$ cat src/rtl/pci_cfg_target_if.sv
// PCI target-side bus plus config-space request/response signals.
interface pci_cfg_target_if;
    localparam int unsigned AD_W  = 32;
    localparam int unsigned CBE_W = 4;
    localparam int unsigned OFF_W = 6;

    // PCI pad side
    logic              pci_frame_n;
    logic              pci_irdy_n;
    logic              pci_idsel;
    logic [AD_W-1:0]   pci_ad_in;
    logic [CBE_W-1:0]  pci_cbe_n;
    logic [AD_W-1:0]   pci_ad_out;
    logic              pci_ad_oe;
    logic              pci_trdy_n;
    logic              pci_devsel_n;
    logic              pci_stop_n;
    logic              pci_ctl_oe;

    // Config-space block side
    logic              cfg_enable;
    logic              cfg_iswrite;
    logic [OFF_W-1:0]  cfg_offset;
    logic [AD_W-1:0]   cfg_write_val;
    logic [AD_W-1:0]   cfg_read_val;

    // Target view: the pci_cfg_target block
    modport slave (
        input  pci_frame_n, pci_irdy_n, pci_idsel, pci_ad_in, pci_cbe_n,
        input  cfg_read_val,
        output pci_ad_out, pci_ad_oe, pci_trdy_n, pci_devsel_n, pci_stop_n,
        output pci_ctl_oe,
        output cfg_enable, cfg_iswrite, cfg_offset, cfg_write_val
    );

    // Environment view: PCI initiator plus config-space block
    modport master (
        output pci_frame_n, pci_irdy_n, pci_idsel, pci_ad_in, pci_cbe_n,
        output cfg_read_val,
        input  pci_ad_out, pci_ad_oe, pci_trdy_n, pci_devsel_n, pci_stop_n,
        input  pci_ctl_oe,
        input  cfg_enable, cfg_iswrite, cfg_offset, cfg_write_val
    );
endinterface

$ cat src/rtl/pci_cfg_target.sv
// PCI Type 0 configuration target: claims config reads/writes selected by
// IDSEL, runs a single-data-phase DEVSEL#/TRDY#/STOP# handshake and turns
// each claimed transaction into one cfg_enable pulse.
module pci_cfg_target #(
    parameter logic [3:0] CMD_CFG_RD = 4'hA,
    parameter logic [3:0] CMD_CFG_WR = 4'hB
) (
    input  logic                 clk,
    input  logic                 rst,
    pci_cfg_target_if.slave      bus
);
    localparam int unsigned AD_W  = 32;
    localparam int unsigned OFF_W = 6;

    typedef enum logic [2:0] {
        IDLE     = 3'd0,
        CLAIM    = 3'd1,
        RD_FETCH = 3'd2,
        DATA     = 3'd3,
        TURN     = 3'd4,
        BUSY     = 3'd5
    } state_e;

    state_e              state_q,       state_d;
    logic [AD_W-1:0]     ad_out_q,      ad_out_d;
    logic                ad_oe_q,       ad_oe_d;
    logic                trdy_n_q,      trdy_n_d;
    logic                devsel_n_q,    devsel_n_d;
    logic                stop_n_q,      stop_n_d;
    logic                ctl_oe_q,      ctl_oe_d;
    logic                cfg_en_q,      cfg_en_d;
    logic                iswrite_q,     iswrite_d;
    logic [OFF_W-1:0]    offset_q,      offset_d;
    logic [AD_W-1:0]     write_val_q,   write_val_d;

    logic                is_rd_c;
    logic                is_wr_c;
    logic                addr_match_c;

    // Address-phase decode: Type 0 config cycle aimed at this device
    assign is_rd_c      = (bus.pci_cbe_n == CMD_CFG_RD);
    assign is_wr_c      = (bus.pci_cbe_n == CMD_CFG_WR);
    assign addr_match_c = bus.pci_idsel && (bus.pci_ad_in[1:0] == 2'b00)
                          && (is_rd_c || is_wr_c);

    // State and output registers
    always_ff @(posedge clk or negedge rst) begin
        if (!rst) begin
            state_q     <= IDLE;
            ad_out_q    <= '0;
            ad_oe_q     <= 1'b0;
            trdy_n_q    <= 1'b1;
            devsel_n_q  <= 1'b1;
            stop_n_q    <= 1'b1;
            ctl_oe_q    <= 1'b0;
            cfg_en_q    <= 1'b0;
            iswrite_q   <= 1'b0;
            offset_q    <= '0;
            write_val_q <= '0;
        end else begin
            state_q     <= state_d;
            ad_out_q    <= ad_out_d;
            ad_oe_q     <= ad_oe_d;
            trdy_n_q    <= trdy_n_d;
            devsel_n_q  <= devsel_n_d;
            stop_n_q    <= stop_n_d;
            ctl_oe_q    <= ctl_oe_d;
            cfg_en_q    <= cfg_en_d;
            iswrite_q   <= iswrite_d;
            offset_q    <= offset_d;
            write_val_q <= write_val_d;
        end
    end

    // Next-state and next-output logic; every register holds unless changed
    always_comb begin
        state_d     = state_q;
        ad_out_d    = ad_out_q;
        ad_oe_d     = ad_oe_q;
        trdy_n_d    = trdy_n_q;
        devsel_n_d  = devsel_n_q;
        stop_n_d    = stop_n_q;
        ctl_oe_d    = ctl_oe_q;
        cfg_en_d    = cfg_en_q;
        iswrite_d   = iswrite_q;
        offset_d    = offset_q;
        write_val_d = write_val_q;

        unique case (state_q)
            IDLE: begin
                if (!bus.pci_frame_n) begin
                    if (addr_match_c) begin
                        offset_d   = bus.pci_ad_in[7:2];
                        iswrite_d  = is_wr_c;
                        devsel_n_d = 1'b0;
                        ctl_oe_d   = 1'b1;
                        // Reads fetch early so data is ready for TRDY#
                        cfg_en_d   = is_rd_c;
                        state_d    = CLAIM;
                    end else begin
                        state_d    = BUSY;
                    end
                end
            end
            CLAIM: begin
                cfg_en_d = 1'b0;
                if (iswrite_q) begin
                    trdy_n_d = 1'b0;
                    stop_n_d = bus.pci_frame_n;
                    state_d  = DATA;
                end else begin
                    state_d  = RD_FETCH;
                end
            end
            RD_FETCH: begin
                ad_out_d = bus.cfg_read_val;
                ad_oe_d  = 1'b1;
                trdy_n_d = 1'b0;
                stop_n_d = bus.pci_frame_n;
                state_d  = DATA;
            end
            DATA: begin
                // Disconnect-with-data whenever the initiator wants more phases
                stop_n_d = bus.pci_frame_n;
                if (!bus.pci_irdy_n) begin
                    if (iswrite_q) begin
                        write_val_d = bus.pci_ad_in;
                        cfg_en_d    = 1'b1;
                    end
                    trdy_n_d   = 1'b1;
                    devsel_n_d = 1'b1;
                    stop_n_d   = 1'b1;
                    ad_oe_d    = 1'b0;
                    state_d    = TURN;
                end
            end
            TURN: begin
                // Control lines were driven high last cycle; now release them
                cfg_en_d = 1'b0;
                ctl_oe_d = 1'b0;
                state_d  = BUSY;
            end
            BUSY: begin
                if (bus.pci_frame_n && bus.pci_irdy_n) begin
                    state_d = IDLE;
                end
            end
            default: begin
                state_d = IDLE;
            end
        endcase
    end

    assign bus.pci_ad_out    = ad_out_q;
    assign bus.pci_ad_oe     = ad_oe_q;
    assign bus.pci_trdy_n    = trdy_n_q;
    assign bus.pci_devsel_n  = devsel_n_q;
    assign bus.pci_stop_n    = stop_n_q;
    assign bus.pci_ctl_oe    = ctl_oe_q;
    assign bus.cfg_enable    = cfg_en_q;
    assign bus.cfg_iswrite   = iswrite_q;
    assign bus.cfg_offset    = offset_q;
    assign bus.cfg_write_val = write_val_q;
endmodule

$ cat src/flat_wrapper.sv
// flat-port wrapper written by rule: the top's interface ports become plain ports
module pci_cfg_target_flat 
#(
    parameter logic [3:0] CMD_CFG_RD = 4'hA,
    parameter logic [3:0] CMD_CFG_WR = 4'hB
)
  (clk, rst, bus_pci_frame_n, bus_pci_irdy_n, bus_pci_idsel, bus_pci_ad_in, bus_pci_cbe_n, bus_cfg_read_val, bus_pci_ad_out, bus_pci_ad_oe, bus_pci_trdy_n, bus_pci_devsel_n, bus_pci_stop_n, bus_pci_ctl_oe, bus_cfg_enable, bus_cfg_iswrite, bus_cfg_offset, bus_cfg_write_val);
  pci_cfg_target_if bus_i ();
  input  logic clk;
  input  logic rst;
  input wire logic [$bits(bus_i.pci_frame_n)-1:0] bus_pci_frame_n;
  input wire logic [$bits(bus_i.pci_irdy_n)-1:0] bus_pci_irdy_n;
  input wire logic [$bits(bus_i.pci_idsel)-1:0] bus_pci_idsel;
  input wire logic [$bits(bus_i.pci_ad_in)-1:0] bus_pci_ad_in;
  input wire logic [$bits(bus_i.pci_cbe_n)-1:0] bus_pci_cbe_n;
  input wire logic [$bits(bus_i.cfg_read_val)-1:0] bus_cfg_read_val;
  output wire logic [$bits(bus_i.pci_ad_out)-1:0] bus_pci_ad_out;
  output wire logic [$bits(bus_i.pci_ad_oe)-1:0] bus_pci_ad_oe;
  output wire logic [$bits(bus_i.pci_trdy_n)-1:0] bus_pci_trdy_n;
  output wire logic [$bits(bus_i.pci_devsel_n)-1:0] bus_pci_devsel_n;
  output wire logic [$bits(bus_i.pci_stop_n)-1:0] bus_pci_stop_n;
  output wire logic [$bits(bus_i.pci_ctl_oe)-1:0] bus_pci_ctl_oe;
  output wire logic [$bits(bus_i.cfg_enable)-1:0] bus_cfg_enable;
  output wire logic [$bits(bus_i.cfg_iswrite)-1:0] bus_cfg_iswrite;
  output wire logic [$bits(bus_i.cfg_offset)-1:0] bus_cfg_offset;
  output wire logic [$bits(bus_i.cfg_write_val)-1:0] bus_cfg_write_val;
  assign bus_i.pci_frame_n = bus_pci_frame_n;
  assign bus_i.pci_irdy_n = bus_pci_irdy_n;
  assign bus_i.pci_idsel = bus_pci_idsel;
  assign bus_i.pci_ad_in = bus_pci_ad_in;
  assign bus_i.pci_cbe_n = bus_pci_cbe_n;
  assign bus_i.cfg_read_val = bus_cfg_read_val;
  assign bus_pci_ad_out = bus_i.pci_ad_out;
  assign bus_pci_ad_oe = bus_i.pci_ad_oe;
  assign bus_pci_trdy_n = bus_i.pci_trdy_n;
  assign bus_pci_devsel_n = bus_i.pci_devsel_n;
  assign bus_pci_stop_n = bus_i.pci_stop_n;
  assign bus_pci_ctl_oe = bus_i.pci_ctl_oe;
  assign bus_cfg_enable = bus_i.cfg_enable;
  assign bus_cfg_iswrite = bus_i.cfg_iswrite;
  assign bus_cfg_offset = bus_i.cfg_offset;
  assign bus_cfg_write_val = bus_i.cfg_write_val;
  pci_cfg_target #(.CMD_CFG_RD(CMD_CFG_RD), .CMD_CFG_WR(CMD_CFG_WR)) u_core (.clk(clk), .rst(rst), .bus(bus_i));
endmodule
$ cat config.mk
export PLATFORM = sky130hd
export DESIGN_NAME = pci_cfg_target_flat
export DESIGN_NICKNAME = d
export VERILOG_FILES = /design/src/rtl/pci_cfg_target_if.sv /design/src/rtl/pci_cfg_target.sv /design/src/flat_wrapper.sv
export SDC_FILE = /design/constraint.sdc
export NUM_CORES = 1
export LEC_CHECK = 0
export CAP_MARGIN = 20
export CORE_ASPECT_RATIO = 1.5
export CORE_MARGIN = 5
export CORE_UTILIZATION = 41
export DETAILED_ROUTE_END_ITERATION = 12
export GPL_ROUTABILITY_DRIVEN = 0
export HOLD_SLACK_MARGIN = 0.05
export PLACE_DENSITY = 0.79
export SYNTH_ARGS = -nofsm -noshare
export SYNTH_HDL_FRONTEND = slang
export SYNTH_SLANG_ARGS = --single-unit
$ cat constraint.sdc
create_clock -name clk -period 2.1 [get_ports clk]
set_clock_uncertainty 0.15 [all_clocks]
set_input_delay 0.525 -clock clk [delete_from_list [all_inputs] [get_ports clk]]
set_output_delay 0.525 -clock clk [all_outputs]
set_load 0.05 [all_outputs]
Word level (Yosys, flattened, before mapping)
Cells that the tools add are included.

operators by class
  $add $sub $neg = 0
  multiply operators = 0
  div/mod/pow operators = 0
  magnitude comparators = 0
  eq/ne operators = 13
  shift operators = 0
  multiplexer cells = 25
  bitwise gates (word level) = 2
  reduce and logical (&&, ||, !) cells = 21

operators by type and width
  kind                  count
  $pmux W3 S6           1
  $reduce_and A3 Y1     5
  $mux W1               14
  $mux W3               4
  $pmux W1 S3           3
  $eq A4 B4 Y1 const B  2
  $ne A2 B1 Y1 const B  4
  $eq A3 B2 Y1 const B  2
  $eq A3 B3 Y1 const B  2
  $pmux W1 S2           3
  $reduce_bool A2 Y1    3
  $reduce_bool A3 Y1    2
  $reduce_and A5 Y1     1
  $ne A2 B2 Y1 const B  2
  $reduce_and A2 Y1     2
  $reduce_and A4 Y1     1
  $eq A3 B1 Y1 const B  1
  $logic_and A1 B1 Y1   3
  $logic_not A3 Y1      1
  $logic_not A2 Y1      1
  $not A1 Y1            2
  $reduce_or A2 Y1      1
  $logic_or A1 B1 Y1    1

storage, ports and cells
  register bits = 80
  bits in latches = 0
  memory bits (writable) = 0
  ROM bits = 0
  input bits = 73
  output and inout port bits = 77
  word-level logic and storage cells = 72
  memories = 0

Longest topological paths before layout
  depth in word-level cells = 6
  depth in mapped cells = 5
  gate-level depth less buffers = 3

Least setup slack after synthesis
No wires, ideal clock.

  kind = input-to-reg
  from = in bus_pci_irdy_n
  to = reg u_core.write_val_q[0], in the netlist u_core.bus.cfg_write_val[0]
  setup time = 125 ps
  arrival time = 1,428 ps
  required time = 1,825 ps
  path slack = 397 ps
  stages = 4
  path buffers = 1
  cells stage by stage = and4bb_4 > nand2_4 > buf_6 > mux2_4

between the ends
  cells in the longest elaborated chain, start to end = 2

ends and longest elaborated chain
  item                         line                  text
  start, declared              flat_wrapper.sv:12    input wire logic [$bits(bus_i.pci_irdy_n)-1:0] bus_pci_irdy_n;
  $not A1 Y1 (no line)         -
  $reduce_and A3 Y1 (no line)  -
  end signal, assigned         pci_cfg_target.sv:71  write_val_q <= write_val_d;
  end, declared                pci_cfg_target.sv:34  logic [AD_W-1:0] write_val_q, write_val_d;

No other way between the ends.
A chain may end at the register's enable or synchronous reset.

Worst setup path after layout
  from = in bus_pci_frame_n
  to = reg u_core.offset_q[2], in the netlist u_core.bus.cfg_offset[2]

between the ends
  cells in the longest elaborated chain, start to end = 2

ends and longest elaborated chain
  item                         line                  text
  start, declared              flat_wrapper.sv:11    input wire logic [$bits(bus_i.pci_frame_n)-1:0] bus_pci_frame_n;
  $not A1 Y1 (no line)         -
  $reduce_and A3 Y1 (no line)  -
  end signal, assigned         pci_cfg_target.sv:70  offset_q <= offset_d;
  end, declared                pci_cfg_target.sv:33  logic [OFF_W-1:0] offset_q, offset_d;

No other way between the ends.

==> results.sh <==
export IMPL_layout_worst_path_cycle_share_pct=87.7
export IMPL_synth_ff_type="dfrtp_1"
export IMPL_critPathKind="in -> reg"
export IMPL_cts_resized=0
export IMPL_finalMaxSlewViolations=0
export IMPL_fillers=606
export IMPL_clock_sinks=80
export IMPL_grt_first_pass_wirelength_um=12400
export IMPL_routedWlPerCell_um=15.8
export IMPL_synthDistinctLibCells=35
export IMPL_rows=40
export IMPL_min_to="u_core.bus.pci_ad_out[25]"
export IMPL_synth_compound_area_share_pct=3.91
export IMPL_reg2reg_from="u_core.state_q[0]"
export IMPL_synth_fa_ha_area_share_pct=0
export IMPL_path_cells="clkdlybuf4s50_1 > nor4b_4 > nand3_2 > mux2_2"
export IMPL_wirelength_um=7510
export IMPL_layout_drive_gt1_share_pct=50.3
export IMPL_max_slew_margin_pct=73.1
export IMPL_critPathMaxFanout=8
export IMPL_num_io_pins=150
export IMPL_nets=440
export IMPL_holdPathStages=1
export IMPL_clk_pin_slew_ns=0.06
export IMPL_path_delay_family="simple AND/OR/NAND/NOR gates"
export IMPL_synth_top_family_by_area="multiplexers"
export IMPL_final_cell_count_no_fill=477
export IMPL_rr_worst_depth=3
export IMPL_ir_drop_uv=779
export IMPL_vias_per_cell=4.72
export IMPL_whs_ns=0.334
export IMPL_required_ns=2.16
export IMPL_worstMarginPinSlew_ns=0.403
export IMPL_dr_first_iter_drc_count=108
export IMPL_post_route_util_pct=65.0
export IMPL_grt_pass1_vias=2514
export IMPL_syn_avg_cell_area_um2=16.4
export IMPL_tritoncts_num_buffers=9
export IMPL_outcome="complete, no violations"
export IMPL_fmax_mhz=543
export IMPL_cp_arrival_ns=1.90
export IMPL_synthCells=201
export IMPL_synth_seq_cells=80
export IMPL_cp_end_kind="register"
export IMPL_dp_hpwl_um=5810
export IMPL_rrSetupSlack_ns=0.35
export IMPL_placedCellCount=460
export IMPL_first_pass_iters=4
export IMPL_synth_xor_area_share_pct=0
export IMPL_ctsHoldBuffers=1
export IMPL_multi_input_area_um2=1210
export IMPL_worst_path_largest_cell_delay_ns=0.47
export IMPL_post_route_drc_count=0
export IMPL_syn_nets=274
export IMPL_core_um2=7960
export IMPL_min_path_type="reg -> reg"
export IMPL_yosysWarningCount=0
export IMPL_async_reset_ff_share_pct=100
export IMPL_cts_buffer_depth=2
export IMPL_path_buf_inv=1
export IMPL_seq_area_um2=2010
export IMPL_vias=2253
export IMPL_maxCapViolations=0
export IMPL_initial_core_util_pct=41.5
export IMPL_die_w_um=83.2
export IMPL_grtUsageTotal_pct=15.6
export IMPL_overflow=0
export IMPL_rr_endpoint="u_core.bus.cfg_offset[2]"
export IMPL_clk_insertion_delay_late_ns=0.33
export IMPL_portBuffers=149
export IMPL_die_h_um=120
export IMPL_critPathLaunchType="primary input"
export IMPL_final_hold_violation_count=0
export IMPL_synthMuxAreaShare_pct=27.6
export IMPL_post_cts_buffers=0
export IMPL_diodes=0
export IMPL_cts_tree="done"
export IMPL_grt_antenna_before_repair=0
export IMPL_htree_levels=3
export IMPL_cts_root_buf="clkbuf_16"
export IMPL_synthToLayoutAreaGrowth_pct=56.7
export IMPL_power_density_nw_per_um2=1460
export IMPL_period_needed_ns=1.84
export IMPL_netlist_area_um2=3300
export IMPL_detail_route_antenna_nets=0
export IMPL_ys_seq_area_share_pct=60.8
export IMPL_grt_max_degree=35
export IMPL_tns_ns=0
export IMPL_synthSimpleGateAreaFrac_pct=5.01
export IMPL_rsz0062_at_grt="no"
export IMPL_slowest_stage="clkdlybuf4s50_1"
export IMPL_p_leak_nw=2.55
export IMPL_dieArea_um2=9980
export IMPL_synth_edf_count=0
export IMPL_min_from="u_core.bus.pci_ad_out[25]"
export IMPL_setup_violations_final=0
[worst reg2reg max path: stages (launching register included)]
cell and delay [ns]:
dfrtp_1 0.51, nor3_2 0.36, nand3_2 0.27, mux2_2 0.35
[cell type report]
| class | count | share of cell area [%] |
|---|---|---|
| Clock buffer | 9 | 4.36 |
| Inverter | 3 | 0.218 |
| Sequential cell | 80 | 38.8 |
| Multi-Input combinational cell | 108 | 23.3 |
| Timing Repair Buffer | 165 | 28.9 |
| Tap cell | 105 | 2.54 |
| Clock inverter | 7 | 1.86 |
[how the worst max path moves through the flow]
stage / depth (start not counted) / start / slack, ns / end
3_5_place_dp: 4 / bus_pci_frame_n / -0.11 / u_core.bus.cfg_offset[2]
5_1_grt: 4 / bus_pci_frame_n / 0.19 / u_core.bus.cfg_offset[2]
2_1_floorplan: 4 / bus_pci_irdy_n / 0.40 / u_core.bus.cfg_write_val[0]
3_3_place_gp: 4 / bus_pci_frame_n / -0.09 / u_core.bus.cfg_offset[1]
6_report: 4 / bus_pci_frame_n / 0.26 / u_core.bus.cfg_offset[2]
4_1_cts: 4 / bus_pci_frame_n / 0.24 / u_core.bus.cfg_offset[2]
[stage by stage]
step / setup WS, ns / power (mW) / area (um2)
finish: 0.258 / 7.57 / 5170
global route: 0.194 / 7.92 / 5170
CTS: 0.238 / 7.67 / 5170
detailed placement: -0.106 / 6.00 / 4840
global placement: -0.0891 / 5.92 / 4840
floorplan: 0.397 / 4.77 / 3300
[flip-flops by register name, indices dropped and copies added (netlist names)]
| signal | cells |
|---|---|
| u_core.bus.pci_ad_out | 32 |
| u_core.bus.pci_trdy_n | 1 |
| u_core.bus.cfg_iswrite | 1 |
| u_core.bus.cfg_write_val | 32 |
| u_core.state_q | 3 |
| u_core.bus.cfg_offset | 6 |
| u_core.bus.pci_ad_oe | 1 |
| u_core.bus.pci_devsel_n | 1 |
| u_core.bus.cfg_enable | 1 |
| u_core.bus.pci_ctl_oe | 1 |
| u_core.bus.pci_stop_n | 1 |
[power by group]
part / switching [mW] / internal (mW) / total (mW)
combinational: 2.19 / 1.33 / 3.53
clock: 0.610 / 1.04 / 1.65
sequential: 0.342 / 2.05 / 2.39
[synthesized netlist by cell type (all sizes together) (2+ instances only)]
| cell | number | share of area (%) |
|---|---|---|
| dfrtp | 77 | 58 |
| mux2 | 71 | 28 |
| buf | 8 | 2.1 |
| nor2 | 4 | 0.45 |
| a21o | 3 | 0.68 |
| a21oi | 3 | 0.45 |
| dfstp | 3 | 2.4 |
| inv | 3 | 0.34 |
| nand3 | 3 | 0.61 |
| a211oi | 2 | 0.45 |
| a221oi | 2 | 0.53 |
| a31oi | 2 | 0.38 |
| clkbuf | 2 | 0.23 |
| nand3b | 2 | 0.45 |
| nor3 | 2 | 0.45 |
[cells by family after synthesis]
family | after synthesis
buffers and inverters | 13
DFF | 80
AOI/OAI and AO/OA | 18
and+or+nand+nor | 19
muxes | 71
[layout by cell type (no fill, tap or decap), drive strengths merged, types with 3 or more instances in the layout]
master / synthesis / layout
buf: 8 / 93
dfrtp: 77 / 77
clkdlybuf4s50: 0 / 71
mux2: 71 / 71
clkbuf: 2 / 9
nor2: 4 / 4
inv: 3 / 3
a21o: 3 / 3
a21oi: 3 / 3
clkinvlp: 0 / 3
dfstp: 3 / 3
nand3: 3 / 3
[routing by layer]
metal	up-vias	wire, um	global-route usage, %
li1	1052	-	-
met1	1088	2920	17.9
met2	101	3860	25.9
met3	12	624	6.66
met4	0	109	5.93
met5	-	0	0
Note: power is estimated with default switching activity, not from simulation.
